[config.mk]
export PLATFORM = sky130hd
export DESIGN_NAME = irq_controller_flat
export DESIGN_NICKNAME = d
export VERILOG_FILES = /design/src/rtl/irq_ctrl_pkg.sv /design/src/rtl/irq_controller_if.sv /design/src/rtl/irq_prio_encoder.sv /design/src/rtl/irq_controller.sv /design/src/flat_wrapper.sv
export SDC_FILE = /design/constraint.sdc
export NUM_CORES = 1
export LEC_CHECK = 0
export BUFFER_PORTS_ARGS = -buffer_cell sky130_fd_sc_hd__clkbuf_2
export CORE_ASPECT_RATIO = 1.5
export CORE_MARGIN = 2
export CORE_UTILIZATION = 38
export DETAILED_ROUTE_END_ITERATION = 10
export PLACE_DENSITY_LB_ADDON = 0.25
export SLEW_MARGIN = 25
export SYNTH_ARGS = -nofsm -noshare
export SYNTH_HDL_FRONTEND = slang
export SYNTH_SLANG_ARGS = --single-unit
[constraint.sdc]
create_clock -name CLOCK_50 -period 5 [get_ports CLOCK_50]
set_clock_uncertainty 0.2 [all_clocks]
set_input_delay 1 -clock CLOCK_50 [delete_from_list [all_inputs] [get_ports CLOCK_50]]
set_output_delay 1 -clock CLOCK_50 [all_outputs]
set_load 0.03 [all_outputs]
[src/rtl/irq_ctrl_pkg.sv]
// rtl/irq_ctrl_pkg.sv - shared types and default addresses for the interrupt controller
package irq_ctrl_pkg;

    typedef enum logic [1:0] {
        ST_IDLE = 2'd0,
        ST_REQ  = 2'd1,
        ST_HOLD = 2'd2
    } irq_state_t;

    localparam int          NSRC_DEF      = 8;
    localparam logic [63:0] MASK_ADDR_DEF = 64'h400;
    localparam logic [63:0] CLR_ADDR_DEF  = 64'h408;

endpackage

[src/rtl/irq_controller_if.sv]
// rtl/irq_controller_if.sv - data-memory store bus plus request/acknowledge handshake
interface irq_controller_if #(
    parameter int N    = 64,
    parameter int NSRC = 8
);
    localparam int IDW = $clog2(NSRC);

    logic [N-1:0]   DM_addr;
    logic [N-1:0]   DM_writeData;
    logic           DM_writeEnable;
    logic           ExtIAck;
    logic           ExtIRQ;
    logic [IDW-1:0] irq_id;

    modport master (
        output DM_addr, DM_writeData, DM_writeEnable, ExtIAck,
        input  ExtIRQ, irq_id
    );

    modport slave (
        input  DM_addr, DM_writeData, DM_writeEnable, ExtIAck,
        output ExtIRQ, irq_id
    );
endinterface

[src/rtl/irq_prio_encoder.sv]
// rtl/irq_prio_encoder.sv - combinational lowest-set-index finder with valid flag
module irq_prio_encoder #(
    parameter int NSRC = 8
) (
    input  logic [NSRC-1:0]         req,
    output logic [$clog2(NSRC)-1:0] idx,
    output logic                    valid
);
    localparam int IDW = $clog2(NSRC);

    // scan downward so the lowest set index is the last one written
    always_comb begin
        idx   = '0;
        valid = |req;
        for (int i = NSRC - 1; i >= 0; i--) begin
            if (req[i]) idx = IDW'(i);
        end
    end
endmodule

[src/rtl/irq_controller.sv]
// rtl/irq_controller.sv - edge-triggered interrupt controller, optional ack timeout via IRQ_ACK_TIMEOUT_EN
module irq_controller
    import irq_ctrl_pkg::*;
#(
    parameter int           N         = 64,
    parameter int           NSRC      = NSRC_DEF,
    parameter logic [N-1:0] MASK_ADDR = N'(MASK_ADDR_DEF),
    parameter logic [N-1:0] CLR_ADDR  = N'(CLR_ADDR_DEF),
    parameter int           TIMEOUT   = 32
) (
    input  logic                CLOCK_50,
    input  logic                reset,
    input  logic [NSRC-1:0]     irq_src,
    irq_controller_if.slave     bus,
    output logic [NSRC-1:0]     irq_pending,
    output logic [NSRC-1:0]     irq_mask,
    output logic                irq_timeout
);
    localparam int IDW = $clog2(NSRC);

    irq_state_t      state, state_nxt;
    logic [NSRC-1:0] src_prev, pend_q, mask_q;
    logic [NSRC-1:0] rise, clr_mmio, clr_ack;
    logic [IDW-1:0]  id_q, win_idx;
    logic            win_valid, mask_wr, clr_wr, ack_take, timeout_hit;
    logic            unused_wdata;

    assign mask_wr  = bus.DM_writeEnable && (bus.DM_addr == MASK_ADDR);
    assign clr_wr   = bus.DM_writeEnable && (bus.DM_addr == CLR_ADDR);
    assign ack_take = (state == ST_REQ) && bus.ExtIAck;
    assign rise     = irq_src & ~src_prev;
    assign clr_mmio = clr_wr ? bus.DM_writeData[NSRC-1:0] : '0;
    assign clr_ack  = ack_take ? ({{(NSRC-1){1'b0}}, 1'b1} << id_q) : '0;

    assign unused_wdata = ^bus.DM_writeData[N-1:NSRC];

    irq_prio_encoder #(.NSRC(NSRC)) u_prio (
        .req   (pend_q & mask_q),
        .idx   (win_idx),
        .valid (win_valid)
    );

    // source history and pending bits; a fresh rise beats any clear of the same bit
    always_ff @(posedge CLOCK_50 or negedge reset) begin
        if (!reset) begin
            src_prev <= '0;
            pend_q   <= '0;
        end else begin
            src_prev <= irq_src;
            pend_q   <= (pend_q & ~(clr_mmio | clr_ack)) | rise;
        end
    end

    // mask register loaded by a store to the mask address
    always_ff @(posedge CLOCK_50 or negedge reset) begin
        if (!reset)       mask_q <= '0;
        else if (mask_wr) mask_q <= bus.DM_writeData[NSRC-1:0];
    end

`ifdef IRQ_ACK_TIMEOUT_EN
    localparam int TW = $clog2(TIMEOUT + 1);
    logic [TW-1:0] tmo_cnt;
    logic          tmo_flag;

    assign timeout_hit = (state == ST_REQ) && !bus.ExtIAck && (tmo_cnt == TW'(TIMEOUT - 1));
    assign irq_timeout = tmo_flag;

    // counts unacknowledged cycles spent requesting; idle outside REQ
    always_ff @(posedge CLOCK_50 or negedge reset) begin
        if (!reset)                                                 tmo_cnt <= '0;
        else if (state == ST_REQ && !bus.ExtIAck && !timeout_hit)   tmo_cnt <= tmo_cnt + 1'b1;
        else                                                        tmo_cnt <= '0;
    end

    // sticky timeout flag; a new timeout wins over a simultaneous clear store
    always_ff @(posedge CLOCK_50 or negedge reset) begin
        if (!reset)           tmo_flag <= 1'b0;
        else if (timeout_hit) tmo_flag <= 1'b1;
        else if (clr_wr)      tmo_flag <= 1'b0;
    end
`else
    logic unused_timeout_cfg;
    assign unused_timeout_cfg = ^TIMEOUT;
    assign timeout_hit        = 1'b0;
    assign irq_timeout        = 1'b0;
`endif

    // state register
    always_ff @(posedge CLOCK_50 or negedge reset) begin
        if (!reset) state <= ST_IDLE;
        else        state <= state_nxt;
    end

    // next-state: pick up eligible work when idle, leave REQ on ack or timeout
    always_comb begin
        state_nxt = state;
        case (state)
            ST_IDLE: if (win_valid) state_nxt = ST_REQ;
            ST_REQ:  if (bus.ExtIAck || timeout_hit) state_nxt = ST_HOLD;
            ST_HOLD: state_nxt = ST_IDLE;
            default: state_nxt = ST_IDLE;
        endcase
    end

    // winner is frozen on the IDLE->REQ edge so it cannot change mid-request
    always_ff @(posedge CLOCK_50 or negedge reset) begin
        if (!reset)                          id_q <= '0;
        else if (state == ST_IDLE && win_valid) id_q <= win_idx;
    end

    assign bus.ExtIRQ = (state == ST_REQ);
    assign bus.irq_id = id_q;
    assign irq_pending = pend_q;
    assign irq_mask    = mask_q;
endmodule

[src/flat_wrapper.sv]
// flat-port wrapper written by rule: the top's interface ports become plain ports
module irq_controller_flat import irq_ctrl_pkg::*;
#(
    parameter int           N         = 64,
    parameter int           NSRC      = NSRC_DEF,
    parameter logic [N-1:0] MASK_ADDR = N'(MASK_ADDR_DEF),
    parameter logic [N-1:0] CLR_ADDR  = N'(CLR_ADDR_DEF),
    parameter int           TIMEOUT   = 32
)
  (CLOCK_50, reset, irq_src, irq_pending, irq_mask, irq_timeout, bus_DM_addr, bus_DM_writeData, bus_DM_writeEnable, bus_ExtIAck, bus_ExtIRQ, bus_irq_id);
  irq_controller_if #(.N(N), .NSRC(NSRC)) bus_i ();
  input  logic CLOCK_50;
  input  logic reset;
  input  logic [NSRC-1:0] irq_src;
  output logic [NSRC-1:0] irq_pending;
  output logic [NSRC-1:0] irq_mask;
  output logic irq_timeout;
  input wire logic [$bits(bus_i.DM_addr)-1:0] bus_DM_addr;
  input wire logic [$bits(bus_i.DM_writeData)-1:0] bus_DM_writeData;
  input wire logic [$bits(bus_i.DM_writeEnable)-1:0] bus_DM_writeEnable;
  input wire logic [$bits(bus_i.ExtIAck)-1:0] bus_ExtIAck;
  output wire logic [$bits(bus_i.ExtIRQ)-1:0] bus_ExtIRQ;
  output wire logic [$bits(bus_i.irq_id)-1:0] bus_irq_id;
  assign bus_i.DM_addr = bus_DM_addr;
  assign bus_i.DM_writeData = bus_DM_writeData;
  assign bus_i.DM_writeEnable = bus_DM_writeEnable;
  assign bus_i.ExtIAck = bus_ExtIAck;
  assign bus_ExtIRQ = bus_i.ExtIRQ;
  assign bus_irq_id = bus_i.irq_id;
  irq_controller #(.N(N), .NSRC(NSRC), .MASK_ADDR(MASK_ADDR), .CLR_ADDR(CLR_ADDR), .TIMEOUT(TIMEOUT)) u_core (.CLOCK_50(CLOCK_50), .reset(reset), .irq_src(irq_src), .bus(bus_i), .irq_pending(irq_pending), .irq_mask(irq_mask), .irq_timeout(irq_timeout));
endmodule
==> qor.yml, run 1 <==
status:
  status: "complete, no violations"
synth:
  yosysSeqAreaShare_pct: 47.3
  yosys-top-cells-area: "dfrtp_1 47%, nor4_1 8.1%, mux2_4 7.8%"
  synthArstFlopShare_pct: 100
  syn_avg_cell_area_um2: 10.9
  syn_inst: 141
  synthTopCellsByCount: "29 x dfrtp_1, 20 x nor4_1, 11 x inv_1"
  synthesis.nets: 281
  synth.cell_area_mm2: 0.00154
  synth_seq_cells: 29
  synth_edf_count: 0
  yosys.area.top_type: "dfrtp_1"
  ys_types: 27
  yosysWarnings: 0
  ys.flop_type: "dfrtp_1"
  synth_most_common_cell: "dfrtp_1"
  synth_top_area_share_pct: 47.3
sta:
  drv_slew: 0
  tightest_slew_ps: 738
  min_period_over_period_pct: 54.6
  report.final.setup_viol: 0
  whs_ps: 229
  fin_ws_ps: 2270
  min_period_ps: 2730
  fmax_mhz: 366
  hold_viol: 0
  slew_headroom_pct: 50.4
  rsz0062_at_grt: "no"
  fin_tns_setup_ps: 0
layout:
  regArea_um2: 726
  antenna_cells: 0
  layout-drive-gt1-share_pct: 50.0
  final_nets: 390
  area_growth_pct: 42.4
  multi_input_area_um2: 761
  n_fill_cell: 366
  instances_no_fill: 295
  final_area_mm2: 0.00219
clock_network:
  clockRootBuffer: "clkbuf_8"
  clock-sinks: 29
  cts_made_buffers: 5
  post_cts_buffers: 0
  cts_max_level: 2
  clock_latency_ps: 280
  cts_tree: "built"
  cts_resized: 0
  clock_path_buffers: 2
  cts.clk_slew.worst_paths_ps: 60
  holdBufCountCts: 0
critical_path:
  worst_setup_path_start_kind: "primary input"
  reg2reg_to: "u_core.bus.irq_id[0]"
  cp_max_fo: 8
  crit_required_ps: 4960
  rr_worst_depth: 5
  regToRegSetupSlack_ps: 3110
  startpoint: "bus_DM_addr[50]"
  worstReg2RegStart: "u_core.irq_mask[2]"
  crit_arrival_ps: 2690
  path_class: "in -> reg"
  critPathCaptureType: "register"
placement:
  place_inst: 288
  gp_congestion: 0.883
  dpl_cell_area_mm2: 0.00210
  dp_hpwl_um: 3790
  portBuffers: 103
  place_ws_ps: 1960
hold_path:
  holdPathStages: 1
  hold_end: "u_core.irq_pending[4]"
  hold_class: "reg -> reg"
  worstHoldStart: "u_core.src_prev[4]"
run:
  cap_violations: 0
power:
  p_per_area_mw_per_mm2: 223
  worst_ir_drop_vdd_mv: 0.187
  p_leak_nw: 1.10
die:
  die_w_um: 55.9
  core_mm2: 0.00392
  dieHeight_um: 81.8
  io_pins: 161
  design.die.area_mm2: 0.00457
  initial_core_util_pct: 39.1
  fp-row-count: 28
global_routing:
  grt_pass1_wl_um: 7100
  grt-ovfl-total: 0
  antenna_found_initial: 0
  grt_pass1_vias: 1632
  grt_usage_pct: 20.3
  grt_max_degree: 30
drt:
  drtPass1Iterations: 4
  postRouteAntennaNets: 0
  wl_per_cell_um: 15.1
  wl_um: 4450
  drc: 0
  viasPerCell: 5.49
  via_count: 1620
  drtIter0Drc: 77
how the worst max path moves through the flow:
stage	cells past startpoint	endpoint	slack, ps
floorplan	5	u_core.irq_mask[0]	2240
global placement	6	u_core.irq_mask[6]	1950
detailed placement	6	u_core.irq_mask[7]	1960
CTS	6	u_core.irq_mask[7]	2240
global route	6	u_core.irq_mask[1]	2170
finish	6	u_core.irq_mask[7]	2270
worst max-delay path, stage by stage:
cell	delay (ps)
clkbuf_2	90
nor4_1	290
nand4_1	160
or4_4	600
nor2_8	230
mux2_4	320
through the flow:
step / power [mW] / utilization (%)
6_report: 0.486 / 55.7
5_1_grt: 0.506 / 55.7
4_1_cts: 0.490 / 55.7
3_5_place_dp: 0.300 / 53.5
3_3_place_gp: 0.299 / 53.5
2_1_floorplan: 0.252 / -
where the power goes:
part,switching (mW),total [mW],internal [mW]
Sequential,0.00106,0.239,0.238
Clock,0.0827,0.192,0.109
Combinational,0.0280,0.0557,0.0277
layout by cell type (no fill, tap or decap):
| master | count |
|---|---|
| nand4_1 | 8 |
| a32o_1 | 1 |
| nor2b_1 | 1 |
| inv_1 | 11 |
| nand3_1 | 1 |
| nor4b_2 | 1 |
| nand2_1 | 9 |
| nor4_2 | 2 |
| nand2b_1 | 2 |
| o22ai_1 | 8 |
| o31ai_1 | 2 |
| conb_1 | 1 |
| clkbuf_8 | 6 |
| nor4_4 | 3 |
| and3_1 | 8 |
| and2_1 | 1 |
| nor4b_1 | 2 |
| a21oi_1 | 3 |
| nor2_8 | 1 |
| nor4_1 | 20 |
| o21ai_0 | 9 |
| clkbuf_1 | 1 |
| clkbuf_2 | 103 |
| a22o_1 | 3 |
| mux2_4 | 8 |
| nor2_1 | 1 |
| dfrtp_1 | 29 |
| or4_4 | 1 |
| a22oi_1 | 4 |
flip-flops by register name, summed over array words and instances, names as in the netlist:
name / flops
u_core.irq_mask: 8
u_core.irq_pending: 8
u_core.src_prev: 8
u_core.bus.irq_id: 3
u_core.state: 2
per-layer routing:
layer | routed length [µm] | track usage [%] | vias up | share of wire, %
met3 | 416 | 4.57 | 6 | 9.3
met2 | 2480 | 40.2 | 99 | 56
li1 | - | - | 771 | -
met5 | 0 | 0 | - | 0
met4 | 51 | 7.14 | 0 | 1.1
met1 | 1500 | 20.9 | 744 | 34
cells by family after synthesis:
family	share of synthesized area, %
other cells	0.244
mux	7.82
simple gates	29.0
buf+inv	3.18
compound gates	12.5
flops	47.3
layout make-up:
cell class	instances	share of cell area (%)
Tap cell	45	2.58
Timing Repair Buffer	103	23.6
Multi-Input combinational cell	100	34.8
Inverter	11	1.89
Sequential cell	29	33.2
Clock buffer	7	3.95
Power figures use the tool's default switching activity.
==> run 2: changes to the inputs <==
Settings changed: CORE_UTILIZATION 38 to 35.
Clock period 5 ns to 2.66 ns, I/O delays scaled along.
==> qor.yml, run 2 (synthesis gave the netlist of run 1 again) <==
layout:
  final_util_pct: 52.1  # -3.6 points
  final_nets: 391  # +0.26%
  layout-drive-gt1-share_pct: 50.2  # +0.20 points
  instances_no_fill: 297  # +0.68%
  final_common_cell: "clkbuf_2"
  n_fill_cell: 408  # +11%
  final_area_mm2: 0.00219  # +0.40%
  area_growth_pct: 43.0
  most-common-layout-cells: "103 x clkbuf_2, 29 x dfrtp_1, 20 x nor4_1"
  antenna_cells: 0  # unchanged
clock_network:
  cts_resized: 0  # unchanged
  post_cts_buffers: 0  # unchanged
  clock_latency_ps: 280  # about the same
  clock_path_buffers: 2  # unchanged
  cts_max_level: 2  # unchanged
  clock-sinks: 29  # unchanged
  clockRootBuffer: "clkbuf_8"
  cts_made_buffers: 5  # unchanged
  holdBufCountCts: 0  # unchanged
  cts_tree: "built"
  cts.clk_slew.worst_paths_ps: 60  # about the same
power:
  p_leak_nw: 1.11  # +0.50%
  worst_ir_drop_vdd_mv: 0.375  # +100%
  total_power_mw: 0.914  # +88%
  p_per_area_mw_per_mm2: 417  # +87%
drt:
  wl_per_cell_um: 15.4  # +2.2%
  wl_um: 4580  # +2.9%
  postRouteAntennaNets: 0  # unchanged
  viasPerCell: 5.51  # +0.31%
  via_count: 1636  # +0.99%
  drtPass1Iterations: 4  # unchanged
  drc: 0  # unchanged
  drtIter0Drc: 35  # -55%
placement:
  portBuffers: 103  # unchanged
  dp_hpwl_um: 3870  # +2.1%
  place_ws_ps: 54.2  # -1900 ps
  place_inst: 290  # +0.69%
  gp_congestion: 0.850  # -3.8%
  dpl_cell_area_mm2: 0.00211  # +0.42%
sta:
  fmax_mhz: 430
  rsz0062_at_grt: "no"
  report.final.setup_viol: 0  # unchanged
  hold_viol: 0  # unchanged
  drv_slew: 0  # unchanged
  fin_tns_setup_ps: 0  # unchanged
  min_period_ps: 2320
  slew_headroom_pct: 52.6  # +2.2 points
  tightest_slew_ps: 711  # -26.3 ps
  min_period_over_period_pct: 87.3
  whs_ps: 94.7  # -134 ps
  fin_ws_ps: 337  # -1930 ps
critical_path:
  cp_max_fo: 8  # unchanged
  critPathCaptureType: "register"
  cpPeakStageDelay_ps: 580  # -20 ps
  cp_top_family: "simple AND/OR/NAND/NOR gates"
  crit_required_ps: 2620  # -2340 ps
  startpoint: "bus_DM_addr[2]"
  worst_setup_path_start_kind: "primary input"
  crit_arrival_ps: 2280  # -410 ps
  path_class: "in -> reg"
  crit_path_top_delay_cell: "or4_4"
  path_buf_inv: 1  # unchanged
  cp_cell_sequence: "clkbuf_2 > nor4_2 > nand4_1 > or4_4 > nor2_8 > mux2_4"
  worstReg2RegStart: "u_core.irq_mask[2]"
global_routing:
  grt-ovfl-total: 0  # unchanged
  grt_usage_pct: 19.6  # -0.76 points
  grt_max_degree: 30  # unchanged
  grt_pass1_wl_um: 7360  # +3.7%
  antenna_found_initial: 0  # unchanged
  grt_pass1_vias: 1730  # +6.0%
run:
  cap_violations: 0  # unchanged
die:
  die_w_um: 58.1  # +3.9%
  core_mm2: 0.00421  # +7.3%
  dieHeight_um: 85.1  # +4.0%
  fp-row-count: 29  # +3.6%
  design.die.area_mm2: 0.00494  # +8.1%
  io_pins: 161  # unchanged
  initial_core_util_pct: 36.5  # -2.7 points
status:
  status: "complete, no violations"
hold_path:
  hold_class: "in -> async"
## run 2: area by class of cell
cell class / count / area [µm²] / area share, %
multi-input cells: 100 / 761 / 34.7
flip-flops and latches: 29 / 726 / 33.1
repair buffers: 104 / 523 / 23.8
clock buffers: 7 / 86.3 / 3.93
well taps: 46 / 57.6 / 2.62
inverters: 11 / 41.3 / 1.88
## run 2: routing by layer
metal | wire length [µm] | global-route usage, % | vias to the layer above
li1 | - | - | 779
met1 | 1620 | 20.2 | 735
met2 | 2330 | 35.1 | 110
met3 | 501 | 5.03 | 12
met4 | 133 | 10.4 | 0
met5 | 0 | 0 | -
## run 2: final timing paths
kind / endpoint / slack [ps] / cells past startpoint
min in group CLOCK_50: u_core.src_prev[3] / 170 / 1
hold / removal: u_core.src_prev[4] / 90 / 1
hold reg to reg: u_core.irq_pending[1] / 230 / 1
setup / recovery: u_core.irq_mask[5] / 340 / 6
max in group asynchronous: u_core.irq_pending[1] / 1710 / 1
setup reg to reg: u_core.bus.irq_id[0] / 810 / 5
## run 2: worst reg2reg max path, cell delays in order (launching register included)
cell	delay (ps)
dfrtp_1	430
a22oi_1	280
nand3_1	150
o21ai_0	410
a21oi_1	80
a22o_1	190
## run 2: power breakdown
group | internal, mW | leakage [nW] | switching (mW) | total, mW
Clock | 0.205 | 0.0443 | 0.155 | 0.359
Combinational | 0.0521 | 0.717 | 0.0534 | 0.106
Sequential | 0.448 | 0.345 | 0.00181 | 0.449
